**src/rtl/seq_pattern_detector.sv**
```systemverilog
// Serial pattern detector: keeps the last PAT_LEN qualified bits of x and
// flags a Moore-style match against each of NUM_PAT constant patterns.
// The match counter counts match events and saturates. Non-overlapping mode
// restarts the fill count after a match. Synchronous clear is provided.
module seq_pattern_detector #(
   parameter int                          PAT_LEN  = 3,
   parameter int                          NUM_PAT  = 2,
   parameter logic [NUM_PAT*PAT_LEN-1:0]  PATTERNS = {3'b110, 3'b001},
   parameter int                          CNT_W    = 8,
   parameter int                          FILL_W   = $clog2(PAT_LEN + 1)
) (
   input  logic                clk,
   input  logic                rst,
   input  logic                x,
   input  logic                x_valid,
   input  logic                overlap,
   input  logic                clr,
   output logic                y,
   output logic [NUM_PAT-1:0]  match_vec,
   output logic [CNT_W-1:0]    match_cnt,
   output logic [PAT_LEN-1:0]  hist,
   output logic [FILL_W-1:0]   fill
);

   localparam logic [FILL_W-1:0] FILL_FULL = FILL_W'(PAT_LEN);
   localparam logic [FILL_W-1:0] FILL_ONE  = FILL_W'(1);
   localparam logic [CNT_W-1:0]  CNT_MAX   = {CNT_W{1'b1}};

   logic [PAT_LEN-1:0] hist_nxt;
   logic [FILL_W-1:0]  fill_nxt;
   logic [CNT_W-1:0]   cnt_nxt;

   // A window matches only once it holds PAT_LEN valid bits, so an all-zero
   // pattern cannot fire on the zeroed history left by reset or clr.
   function automatic logic [NUM_PAT-1:0] decode(input logic [PAT_LEN-1:0] h,
                                                 input logic [FILL_W-1:0]  f);
      logic [NUM_PAT-1:0] m;
      m = '0;
      for (int i = 0; i < NUM_PAT; i++)
         m[i] = (f == FILL_FULL) && (h == PATTERNS[i*PAT_LEN +: PAT_LEN]);
      return m;
   endfunction

   // Moore outputs, decoded from registered state only.
   always_comb begin
      match_vec = decode(hist, fill);
      y         = |match_vec;
   end

   // Next-state logic: clear, sample or hold; counter bumps when the new
   // window matches any pattern.
   always_comb begin
      // NOTE: every variable gets a default first so no path leaves it
      // unassigned; otherwise synthesis infers a latch.
      hist_nxt = hist;
      fill_nxt = fill;
      cnt_nxt  = match_cnt;
      if (clr) begin
         hist_nxt = '0;
         fill_nxt = '0;
         cnt_nxt  = '0;
      end else if (x_valid) begin
         hist_nxt = {hist[PAT_LEN-2:0], x};
         if (!overlap && y)
            fill_nxt = FILL_ONE;
         else if (fill != FILL_FULL)
            fill_nxt = fill + FILL_ONE;
         if ((|decode(hist_nxt, fill_nxt)) && (match_cnt != CNT_MAX))
            cnt_nxt = match_cnt + CNT_W'(1);
      end
   end

   // State register with asynchronous active-low reset.
   always_ff @(posedge clk or negedge rst) begin
      // NOTE: sequential state uses non-blocking assignments so every
      // register samples the pre-edge values regardless of statement order.
      if (!rst) begin
         hist      <= '0;
         fill      <= '0;
         match_cnt <= '0;
      end else begin
         hist      <= hist_nxt;
         fill      <= fill_nxt;
         match_cnt <= cnt_nxt;
      end
   end

endmodule

```
**config.mk**
```make
export PLATFORM = sky130hd
export DESIGN_NAME = seq_pattern_detector
export DESIGN_NICKNAME = d
export VERILOG_FILES = /design/src/rtl/seq_pattern_detector.sv
export SDC_FILE = /design/constraint.sdc
export NUM_CORES = 1
export LEC_CHECK = 0
export BUFFER_PORTS_ARGS = -buffer_cell sky130_fd_sc_hd__buf_2
export CORE_UTILIZATION = 53
export CTS_CLUSTER_SIZE = 10
export DETAILED_ROUTE_END_ITERATION = 10
export PLACE_DENSITY = 0.86
export SLEW_MARGIN = 20
export SYNTH_ARGS = -nofsm -noshare
export SYNTH_HDL_FRONTEND = slang
export SYNTH_SLANG_ARGS = --single-unit
```
**constraint.sdc**
```tcl
create_clock -name clk -period 3.1 [get_ports clk]
set_input_delay 0.31 -clock clk [delete_from_list [all_inputs] [get_ports clk]]
set_output_delay 0.31 -clock clk [all_outputs]
set_load 0.02 [all_outputs]
```
Word-level counts from Yosys, hierarchy flattened. Cells that the tools add are included.

Register bits: 13. Input bits: 6. Word-level logic and storage cells: 36.

Add/sub/neg operators: 2. Equal/unequal tests: 8. Muxes and demuxes: 11. Reduce and logical (&&, ||, !) cells: 12.

Operators by type and width (count): 2-to-1 mux 8 bit (3); 2-to-1 mux 2 bit (6); adder 8 x 1 -> 8 bit, second input constant (1); inequality test 8 bit, second input constant (1); == test 3 x 1 -> 1 bit, second input constant (2); == test 3 bit, second input constant (2); logical AND 1 bit (6); 2-to-1 mux 3 bit (2); == test 2 bit, second input constant (2); nonzero test 2 bit (2); OR reduction 2 bit (2); adder 2 x 1 -> 2 bit, second input constant (1); inequality test 2 bit, second input constant (1); AND reduction 2 bit (1); zero test 1 bit (1).

Logic depth before layout (Yosys ltp).
Depth after elaboration: 14. Mapped depth: 5. Mapped depth without buffers: 5.

Worst setup path before layout. OpenSTA, ideal clock, no wires.

Path type: flip-flop to flip-flop. From: reg hist[0]. To: reg match_cnt[5]. Arrival time: 1.782 ns. Path slack: 1.193 ns. Cell stages (with the launch flop): 5. Path buffers: 0. Period minus slack after synthesis: 1.907 ns. Cell sequence: dfrtp_1 or3b_4 a21o_4 nor4_1 mux2_2.

Longest elaborated chain between the ends: 13.

RTL lines: start, declared (RTL line 21) `output logic [PAT_LEN-1:0] hist,`; start signal, assigned (RTL line 82) `hist <= hist_nxt;`; == test 3 x 1 -> 1 bit or == test 3 bit (tied branches) (RTL line 40) `m[i] = (f == FILL_FULL) && (h == PATTERNS[i*PAT_LEN +: PAT_LEN]);`; logical AND 1 bit (RTL line 40); OR reduction 2 bit (RTL line 47) `y = |match_vec;`; logical AND 1 bit (RTL line 64) `if (!overlap && y)`; 2-to-1 mux 2 bit (RTL line 64); 2-to-1 mux 2 bit (RTL line 62) `end else if (x_valid) begin`; 2-to-1 mux 2 bit (RTL line 58) `if (clr) begin`; == test 2 bit (RTL line 40); logical AND 1 bit (RTL line 40); OR reduction 2 bit * (RTL line 68) `if ((|decode(hist_nxt, fill_nxt)) && (match_cnt != CNT_MAX))`; logical AND 1 bit * (RTL line 68); nonzero test 2 bit (no source line) *; AND reduction 2 bit (no source line) *; end signal, assigned (RTL line 84) `match_cnt <= cnt_nxt;`; end, declared (RTL line 20) `output logic [CNT_W-1:0] match_cnt,`.

Mark *: on every way between the ends. The rest lies on a longest branch, timed or not. The select of a mux whose other input is x is not followed. A chain may end at the register's enable or synchronous reset.

Worst setup path in the final report.
From: reg hist[0]. To: reg match_cnt[7].

Same word-level chain as after synthesis.

==> flow_summary.ini <==
[synth]
yosysSeqAreaShare_pct = 43.41
synthCells = 82
synth_fp_nets = 89
netlist_area_sq_um = 749.5
synth.distinct_cells = 28
synth_warnings = 0
avgSynthCellArea_sq_um = 9.140
synth-seq-cells = 13

[placed_design]
portBuffers = 21
place_area_sq_um = 865.8
dp_hpwl_microns = 1265
globalplace.congestion = 0.8250

[worst_setup_path]
cp-end-kind = register
r2r-end = match_cnt[7]
startpoint_type = register
required_ns = 3.28
ff2ff_path_depth = 4
r2r-start = hist[0]
rrSetupSlack_ns = 1.17
crit_arrival_ns = 2.11
critPathKind = reg2reg
cp_max_fo = 7

[global_routing]
grt_use_met1_pct = 31.80
grt_max_degree = 18
grtUsageMet2_pct = 44.26
grt_pass1_vias = 609
grt_usage_pct = 25.51
grt_antenna_before_repair = 0
grt_use_met3_pct = 7.955
overflow = 0
grt_pass1_wl_microns = 2697
busiest_layer = met2

[cells_and_area]
final_cell_mix = 21 x buf_2, 13 x dfrtp_1, 9 x nor2_1, 8 x nand2_1, 7 x nor3_1
fin_area_sq_um = 902.1
antenna_cells = 0
final_core_util_pct = 69.33
drive_above_1_share_pct = 29.25
syn_to_final_growth_pct = 20.37
layout.nets = 114
mostFrequentLayoutCell = buf_2

[floorplanning]
dieArea_sq_um = 1569
placementRows = 13
fp.dieW_microns = 39.61
start_util_pct = 57.60
chipHeight_microns = 39.61
io_pins = 22
core_sq_um = 1301

[clock_tree]
insertion_delay_ns = 0.27
cts_tree = yes
clock-sinks = 13
path_clk_slew_ns = 0.08
htreeDepth = 1
cts-root-buf = clkbuf_4
numCtsBuffers = 3
clk_path_buf_depth = 2
cts_setup_buffers = 0

[power]
p_leak_nw = 0.4260
ir_worst_vdd_mv = 0.2643
powerDensity_nw_per_um2 = 351.5
p_total_mw = 0.3171

[routing]
ant_nets = 0
drt-total-wl_microns = 1663
wl_per_cell_microns = 13.74
num_vias = 724
drt_iter0_drc = 32
drcViolationCount = 0
dr.pass1.iters = 4
vias_per_cell = 5.983

[timing]
finalSetupViolCount = 0
min_period_ns = 1.929
finalHoldViolCount = 0
fmax_mhz = 518.3
maxSlewViolCount = 0
rsz0062_at_grt = no
fin_tns_setup_ns = 0
period_share_pct = 62.23
fin_skew_ns = 0.0005854
worstMarginPinSlew_ns = 0.6217
maxSlewHeadroom_pct = 57.48

[run]
cap_violations = 0

[min_path]
min_to = hist[0]
hold_class = in2reg
min_from = x
hold_depth = 3

[run_status]
outcome = finished, final reports clean
power breakdown:
group	leakage, nW	switching, mW	internal, mW	total [mW]
registers	0.179	0.00516	0.173	0.178
logic	0.232	0.0213	0.0140	0.0353
clock network	0.0150	0.0540	0.0497	0.104
timing repair:
| action | in CTS | in global routing |
|---|---|---|
| hold buffers | 1 | 0 |
| hold endpoints to repair | 13 | 0 |
| resized for setup | 0 | 0 |
flip-flops by register name, summed over array words and instances, names as in the netlist:
name,flops
hist,3
match_cnt,8
fill,2
cells by family (layout without fill, tap and decap cells):
kind of cell,Yosys count,in the layout,synth area share [%]
buffers and inverters,5,29,2.504
multiplexers,7,7,9.850
AO/OA/AOI/OAI,11,11,10.02
AND/OR/NAND/NOR,45,45,32.56
adder cells (fa/ha/maj),1,1,1.669
flip-flops,13,13,43.41
synth_stat cells:
cell        n  share of area, %
inv_1       3               1.5
or4_1       1               1.0
ha_1        1               1.7
nor3b_1     2               2.0
a21o_4      1               2.0
nand4_1     1              0.84
o21ai_0     1              0.67
a31oi_1     1              0.84
nor4b_1     1               1.2
nor4_1      2               1.7
nand3b_1    1               1.0
a2111oi_0   1               1.2
mux2i_1     4               5.3
o31ai_1     1               1.0
nand2b_1    2               1.7
a21oi_1     5               3.3
mux2_2      3               4.5
a211oi_1    1               1.0
nor2_1      9               4.5
or2_2       1              0.84
clkbuf_1    2               1.0
nor2b_1     6               5.0
or3b_4      1               1.5
dfrtp_1    13                43
nand3_1     2               1.3
and3b_2     1               1.3
nor3_1      7               4.7
nand2_1     8               4.0
worst max-delay path by stage:
stage	to	cells after the start	from
2_1_floorplan	match_cnt[5]	4	hist[0]
3_3_place_gp	match_cnt[5]	4	hist[0]
3_5_place_dp	match_cnt[5]	4	hist[0]
4_1_cts	match_cnt[5]	4	hist[0]
5_1_grt	match_cnt[7]	4	hist[0]
6_report	match_cnt[7]	4	hist[0]
layer usage:
metal | vias to the layer above | share of wire (%)
met5 | - | 0
met4 | 0 | 1.3
met3 | 5 | 6.3
met2 | 34 | 50
met1 | 339 | 42
li1 | 346 | -
through the flow:
step	worst slack, ns	cells	hold WS (ns)
global placement	1.247	116	0.2081
finish	1.171	121	0.3258
floorplan	1.193	82	0.01441
CTS	1.206	121	0.3216
detailed placement	1.221	116	0.2096
global route	1.106	121	0.3610
critical path, stage by stage, from the launching register on:
cell,delay [ns]
dfrtp_1,0.44
or3b_4,0.43
a2111oi_0,0.62
nor2_1,0.11
a211oi_1,0.24
final cells by class:
cell class | instances | area [sq um]
clock buffers | 4 | 26.28
fillers | 115 | 399.1
inverters | 3 | 11.26
multi-input cells | 64 | 405.4
flip-flops and latches | 13 | 325.3
well taps | 15 | 18.77
repair buffers | 22 | 115.1
Power figures use the tool's default switching activity.
